### src/rtl/spi_slave_responder.sv
// SPI slave responder: single- or quad-lane SPI slave with word-level
// tx/rx handshakes. All SPI inputs are resynchronised into pclk and the
// SPI clock edges are recovered from the synchronised sclk.
module spi_slave_responder #(
  parameter int DATA_WIDTH  = 32,
  parameter bit CPOL        = 1'b0,
  parameter bit CPHA        = 1'b0,
  parameter int SYNC_STAGES = 2
) (
  input  logic                  pclk,
  input  logic                  areset,
  input  logic                  sclk,
  input  logic                  cs_n,
  input  logic [3:0]            mosi,
  output logic [3:0]            miso,
  output logic [3:0]            miso_oe,
  input  logic                  quad_en,
  input  logic                  quad_tx,
  input  logic [DATA_WIDTH-1:0] tx_data,
  input  logic                  tx_valid,
  output logic                  tx_ready,
  output logic                  tx_underrun,
  output logic [DATA_WIDTH-1:0] rx_data,
  output logic                  rx_valid,
  input  logic                  rx_ready,
  output logic                  rx_overrun,
  output logic                  busy
);

  localparam int CW = $clog2(DATA_WIDTH);

  typedef enum logic {IDLE, ACTIVE} state_t;

  state_t state, state_n;

  logic [SYNC_STAGES-1:0]      sclk_sync, cs_sync;
  logic [SYNC_STAGES-1:0][3:0] mosi_sync;
  logic                        sclk_s, cs_s, sclk_prev, cs_prev;
  logic [3:0]                  mosi_s;

  logic rise, fall, lead, trail, sample_edge, drive_edge, cs_fall;
  logic start, stop, act_sample, act_drive, word_done, load;
  logic q_quad, q_qtx, rx_en, tx_en, skip;

  logic [CW-1:0]         cnt, cnt_last;
  logic [DATA_WIDTH-1:0] rx_sr, rx_next, tx_sr, tx_shifted;
  logic [3:0]            miso_q, tx_bits;

  // Input synchronisers; idle levels held in reset so no false edges appear
  always_ff @(posedge pclk or negedge areset) begin
    if (!areset) begin
      sclk_sync <= {SYNC_STAGES{CPOL}};
      cs_sync   <= '1;
      mosi_sync <= '0;
      sclk_prev <= CPOL;
      cs_prev   <= 1'b1;
    end else begin
      sclk_sync <= {sclk_sync[SYNC_STAGES-2:0], sclk};
      cs_sync   <= {cs_sync[SYNC_STAGES-2:0], cs_n};
      mosi_sync <= {mosi_sync[SYNC_STAGES-2:0], mosi};
      sclk_prev <= sclk_s;
      cs_prev   <= cs_s;
    end
  end

  assign sclk_s  = sclk_sync[SYNC_STAGES-1];
  assign cs_s    = cs_sync[SYNC_STAGES-1];
  assign mosi_s  = mosi_sync[SYNC_STAGES-1];

  assign rise        = !sclk_prev && sclk_s;
  assign fall        = sclk_prev && !sclk_s;
  assign lead        = CPOL ? fall : rise;
  assign trail       = CPOL ? rise : fall;
  assign sample_edge = CPHA ? trail : lead;
  assign drive_edge  = CPHA ? lead : trail;
  assign cs_fall     = cs_prev && !cs_s;

  // Transfer state register
  always_ff @(posedge pclk or negedge areset) begin
    if (!areset) state <= IDLE;
    else         state <= state_n;
  end

  // Next state: cs_n alone frames the transfer, sclk never moves the FSM
  always_comb begin
    state_n = state;
    case (state)
      IDLE:    if (cs_fall) state_n = ACTIVE;
      ACTIVE:  if (cs_s)    state_n = IDLE;
      default: state_n = IDLE;
    endcase
  end

  assign start      = (state == IDLE) && cs_fall;
  assign stop       = (state == ACTIVE) && cs_s;
  assign act_sample = (state == ACTIVE) && !cs_s && sample_edge;
  assign act_drive  = (state == ACTIVE) && !cs_s && drive_edge;
  assign rx_en      = !(q_quad && q_qtx);
  assign tx_en      = !q_quad || q_qtx;
  assign cnt_last   = q_quad ? CW'(DATA_WIDTH / 4 - 1) : CW'(DATA_WIDTH - 1);
  assign word_done  = act_sample && (cnt == cnt_last);
  // The first load uses the live mode inputs since the latch updates on the same edge
  assign load       = (start && (!quad_en || quad_tx)) || (word_done && tx_en);

  assign rx_next    = q_quad ? {rx_sr[DATA_WIDTH-5:0], mosi_s}
                             : {rx_sr[DATA_WIDTH-2:0], mosi_s[0]};
  assign tx_shifted = q_quad ? {tx_sr[DATA_WIDTH-5:0], 4'b0000}
                             : {tx_sr[DATA_WIDTH-2:0], 1'b0};

  // Shift registers, word counter and the tx/rx handshakes
  always_ff @(posedge pclk or negedge areset) begin
    if (!areset) begin
      q_quad      <= 1'b0;
      q_qtx       <= 1'b0;
      cnt         <= '0;
      rx_sr       <= '0;
      tx_sr       <= '0;
      miso_q      <= '0;
      skip        <= 1'b0;
      rx_data     <= '0;
      rx_valid    <= 1'b0;
      tx_ready    <= 1'b0;
      tx_underrun <= 1'b0;
      rx_overrun  <= 1'b0;
    end else begin
      tx_ready    <= 1'b0;
      tx_underrun <= 1'b0;
      rx_overrun  <= 1'b0;

      if (start) begin
        q_quad <= quad_en;
        q_qtx  <= quad_tx;
      end

      // Partial words are thrown away whenever a transfer opens or closes
      if (start || stop) begin
        cnt   <= '0;
        rx_sr <= '0;
      end else if (act_sample) begin
        cnt   <= word_done ? '0 : cnt + CW'(1);
        rx_sr <= rx_next;
      end

      if (start || stop) begin
        miso_q <= '0;
        skip   <= 1'b0;
      end

      // With CPHA=0 a word-completion reload already presents its MSB, so
      // the drive edge right after it must not shift
      if (load) begin
        tx_sr       <= tx_valid ? tx_data : '0;
        tx_ready    <= tx_valid;
        tx_underrun <= !tx_valid;
        skip        <= word_done;
      end else if (act_drive) begin
        if (!CPHA && skip) begin
          skip <= 1'b0;
        end else begin
          miso_q <= q_quad ? tx_sr[DATA_WIDTH-1 -: 4] : {3'b000, tx_sr[DATA_WIDTH-1]};
          tx_sr  <= tx_shifted;
        end
      end

      if (word_done && rx_en) begin
        if (!rx_valid || rx_ready) begin
          rx_data  <= rx_next;
          rx_valid <= 1'b1;
        end else begin
          rx_overrun <= 1'b1;
        end
      end else if (rx_valid && rx_ready) begin
        rx_valid <= 1'b0;
      end
    end
  end

  // Output lanes: CPHA=1 shows bits only after a drive edge, CPHA=0 straight from the shifter
  always_comb begin
    busy    = (state == ACTIVE);
    miso_oe = 4'b0000;
    if (state == ACTIVE) begin
      if (!q_quad)    miso_oe = 4'b0001;
      else if (q_qtx) miso_oe = 4'b1111;
      else            miso_oe = 4'b0000;
    end
    if (CPHA)        tx_bits = miso_q;
    else if (q_quad) tx_bits = tx_sr[DATA_WIDTH-1 -: 4];
    else             tx_bits = {3'b000, tx_sr[DATA_WIDTH-1]};
    miso = tx_bits & miso_oe;
  end

endmodule

### config.mk
export PLATFORM = sky130hd
export DESIGN_NAME = spi_slave_responder
export DESIGN_NICKNAME = d
export VERILOG_FILES = /design/src/rtl/spi_slave_responder.sv
export SDC_FILE = /design/constraint.sdc
export NUM_CORES = 1
export LEC_CHECK = 0
export ABC_AREA = 1
export ABC_CLOCK_PERIOD_IN_PS = 3700
export BUFFER_PORTS_ARGS = -buffer_cell sky130_fd_sc_hd__clkbuf_2
export CAP_MARGIN = 20
export CORE_MARGIN = 5
export CORE_UTILIZATION = 55
export DETAILED_ROUTE_END_ITERATION = 8
export MAX_ROUTING_LAYER = met4
export PLACE_DENSITY = 0.85
export SETUP_SLACK_MARGIN = 0.3
export SYNTH_ARGS = -nofsm -noshare
export SYNTH_HDL_FRONTEND = slang
export SYNTH_SLANG_ARGS = --single-unit
### constraint.sdc
create_clock -name pclk -period 3.7 [get_ports pclk]
set_clock_uncertainty 0.1 [all_clocks]
set_input_delay 0.185 -clock pclk [delete_from_list [all_inputs] [get_ports pclk]]
set_output_delay 0.185 -clock pclk [all_outputs]
set_load 0.1 [all_outputs]
==> results.md <==
- The final count of hold timing violations is 0.
- In this run the clock root is driven by a sky130_fd_sc_hd__clkbuf_8.
- The kind of cell adding the most delay to the critical path is simple AND/OR/NAND/NOR gates.
- At the end of routability-driven placement, the weighted congestion stood at 0.883.
- The maximum count of clock buffers along a single path is 2.
- Summed over all layers, the routed wires come to 14400 um.
- STA puts the critical path data required time at 4.05 ns.
- Timing would allow up to 0.339 GHz.
- The number of global-route vias before repair is 5277.
- The half-perimeter wire length of the detailed placement result is 8720 um.
- The largest net degree at the start of global routing is 69.
- The number of placed instances, taps included, is 977.
- The area added between synthesis and finish is 23.2%.
- The number of hold-repair buffers added at the cts stage is 42.
- For the pin with the worst max-slew slack, the measured transition is 0.866 ns.
- The CTS tree is done.
- The detailed-routing iteration count for the pre-antenna-repair pass is 5.
- The clock period minus final worst setup slack is 2.95 ns.
- The worst pin sits at a relative slew slack of 0.423.
- The number of DRC markers after the initial detailed-route iteration is 556.
- The die outline width is 115 um.
- The final routed wire length divided by cell count is 13.7 um.
- The vias per cell is 5.17.
- The first global-routing pass estimated 24500 um of wire.
- The floorplan step defined a core boundary enclosing 10800 um^2.
- After synthesis the cells add up to 6050 um^2.
- After floorplanning, the core was divided into 38 placement rows.
- After routing, the total negative slack on setup checks comes to 0 ns.
- In the routed design, unresolved DRC markers number 0.
- The proportion of power drawn by flip-flops and latches is 0.414.
- The initial core utilization is 0.561.
- The flip-flop and latch count after synthesis is 122.
- Of the available clock period, the critical path in the final layout requires 0.798.
- The total power is 3.80 mW.
- Counting flops with a built-in enable in the synthesized netlist gives 0.
- The worst setup path is launched from a register.
- The die outline height is 115 um.
- The primary flip-flop cell chosen by synthesis mapping is sky130_fd_sc_hd__dfrtp_1.
- Across the VDD grid, the largest voltage drop is 0.000315 V.
- The worst-path maximum fanout is 38.
- The depth of the CTS H-tree is 4.
- The number of setup buffers added after CTS is 0.
- Yosys printed 0 warnings.
- In this run the tool buffered the top-level ports with 88 buffer cells.
- The logic gate share of total power is 0.172.
- For this run, the number of standard cells in the final layout without fillers is 1051.
- The switching part of the total is 0.313.
- The total congestion overflow is 0.
- The synthesized area per cell is 7.61 um^2.
- The total internal power is 2.61 mW.
- The clock network latency to the later pin of the worst-skew pair is 0.52 ns.
- Clock tree synthesis found a total of 122 sinks.
- The count of maximum capacitance violations is 0.
- The clock-pin transition on the worst setup and hold timing paths is 0.06 ns.
- The overall routing resource usage is 0.238.
- Setup repair after global routing left no endpoint under its margin.
- The worst setup path is captured at a register.
- Of the synthesized area, sequential elements account for 0.505.
- The number of pins exceeding their max-slew limit in the final report is 0.
- The run finished with clean final reports.
- The worst setup path category is register to register.
- Of the cells placed in the final design, the portion with a size suffix greater than 1 is 0.156.
- The signal on the critical path passes through inv_2, nand3_1, nand2_1, nand3_4, nand2_4, inv_2, buf_4, nand3_1, nand2_1.
- Clock tree synthesis inserted a total of 17 buffers.
- The post-cts resize count is 0.
- In the synthesized netlist the async set-or-reset flop fraction comes to 1.00.
- Counting both buffers and inverters, the worst setup path holds a total of 3.
- Detailed routing inserted a total of 5436 vias.
- The number of nets handed over by synthesis was 840.
- The layout has 821 filler cells.
- Pin placement for this block handled 89 I/O pins.
- In this run the remaining antenna-violating nets after routing total 0.
- The net count reported at finish is 943.
- Sorting the synthesized cells by area gives the leading types as sky130_fd_sc_hd__dfrtp_1 (49%), sky130_fd_sc_hd__nand2_1 (16%), sky130_fd_sc_hd__inv_1 (7.7%), sky130_fd_sc_hd__o21ai_0 (7.4%), sky130_fd_sc_hd__nand3_1 (5.7%).
- The worst hold-check path type is input pin to register.
- The reported net switching power is 1.19 mW.
- The area share of the largest cell type after synthesis is 0.492.
- Setup violations remaining at the end of the flow were counted as 0.
- The initial antenna violation count is 0.
- The number of antenna diodes is 0.
- The largest total area in the synthesized netlist belongs to sky130_fd_sc_hd__dfrtp_1.
- The die covers 13200 um^2.
- The final cell utilization of the core is 0.691.
- The maximum cell stage delay along the critical path is 0.72 ns.
- In this run the power density over the cells is 509 nW/um^2.
- Data on the critical path arrives at its endpoint at 3.30 ns.
- The unique cell type count in the Yosys netlist is 27.
- Among all stages on the critical path, the largest delay is contributed by sky130_fd_sc_hd__dfrtp_2.
- The number of standard cells after synthesis is 795.
- The tightest hold path in the finished design has a slack of 0.204 ns.
- The share of total power dissipated in the clock network is 0.414.
- The leakage power is 3.86 nW.
[routing by layer]
layer | global-route usage | share of wire | wire length [um]
met4 | 0.0681 | 0.015 | 212
met1 | 0.310 | 0.43 | 6220
met3 | 0.0447 | 0.060 | 860
met5 | - | 0 | 0
met2 | 0.383 | 0.49 | 7120
[flip-flops by register name (all words and copies together) (netlist names), 2 cells and up]
name,flops
cnt,5
mosi_sync,4
mosi_s,4
sclk_sync,2
cs_sync,2
tx_sr,32
rx_sr,31
rx_data,32
[layout make-up]
class,count,area (um^2),area share
sequential,122,3060,0.410
clock inverter,15,156,0.0210
multi-input combinational,494,2260,0.303
timing repair buffer,135,913,0.123
inverter,128,480,0.0645
tap,140,175,0.0235
clock buffer,17,414,0.0556
[kinds of logic after synthesis]
logic type,share of synthesized area
AOI/OAI and AO/OA,0.118
adders and majority gates,0.00207
DFF,0.505
buffers and inverters,0.123
and+or+nand+nor,0.249
xor gates and xnor gates,0.00289
[worst register-to-register path, stage by stage, from the launching register on]
cell and delay [ns]:
sky130_fd_sc_hd__dfrtp_2 0.72, sky130_fd_sc_hd__inv_2 0.33, sky130_fd_sc_hd__nand3_1 0.14, sky130_fd_sc_hd__nand2_1 0.16
sky130_fd_sc_hd__nand3_4 0.35, sky130_fd_sc_hd__nand2_4 0.31, sky130_fd_sc_hd__inv_2 0.17, sky130_fd_sc_hd__buf_4 0.34
sky130_fd_sc_hd__nand3_1 0.15, sky130_fd_sc_hd__nand2_1 0.11
[metrics by stage]
stage / setup WS, ns / instance area [um^2]
global placement: 0.937 / 6460
CTS: 0.810 / 7450
detailed placement: 0.851 / 6460
global route: 0.488 / 7450
floorplan: -0.0676 / 6060
finish: 0.747 / 7450
[path summary, 6_finish.rpt]
| check | startpoint | end | slack (ns) | cells past startpoint |
|---|---|---|---|---|
| hold / removal | cs_n | cs_sync[0] | 0.20 | 2 |
| setup reg to reg | q_quad | tx_sr[10] | 0.75 | 9 |
| setup / recovery | q_quad | tx_sr[10] | 0.75 | 9 |
| min in group asynchronous | areset | sclk_sync[1] | 0.24 | 2 |
| hold reg to reg | mosi_sync[1] | mosi_s[1] | 0.25 | 0 |
| max in group asynchronous | areset | rx_sr[7] | 2.48 | 3 |
[cell usage after synthesis (2+ instances only)]
library cell,n
sky130_fd_sc_hd__nand2_1,263
sky130_fd_sc_hd__nand3_1,69
sky130_fd_sc_hd__o21ai_0,90
sky130_fd_sc_hd__nor2_1,14
sky130_fd_sc_hd__nor3_1,3
sky130_fd_sc_hd__buf_2,20
sky130_fd_sc_hd__inv_2,3
sky130_fd_sc_hd__nand2_4,3
sky130_fd_sc_hd__inv_1,124
sky130_fd_sc_hd__o21ai_1,6
sky130_fd_sc_hd__dfstp_2,3
sky130_fd_sc_hd__a21oi_1,5
sky130_fd_sc_hd__xor2_1,2
sky130_fd_sc_hd__buf_6,3
sky130_fd_sc_hd__clkbuf_1,21
sky130_fd_sc_hd__o22ai_1,32
sky130_fd_sc_hd__buf_4,6
sky130_fd_sc_hd__dfrtp_1,119
[cell usage in the layout, fill, tap and decap left out, drive strengths merged]
cell type	instances
ha	1
dfstp	3
nand3	70
a21oi	5
dfrtp	119
bufinv	1
nand4	1
clkbuf	104
inv	135
nor3	3
o22ai	32
o21ai	97
xor2	2
nor2	16
buf	6
clkinvlp	3
clkinv	4
dlygate4sd3	42
nand2	266
or2	1
[power by group through the flow]
stage / Clock, mW / Combinational (mW) / Sequential, mW
2_1_floorplan: 0 / 0.490 / 1.55
3_3_place_gp: 0 / 0.589 / 1.58
3_5_place_dp: 0 / 0.604 / 1.58
4_1_cts: 1.59 / 0.646 / 1.57
5_1_grt: 1.65 / 0.744 / 1.59
6_report: 1.57 / 0.653 / 1.57
Note: power is estimated with default switching activity, not from simulation.
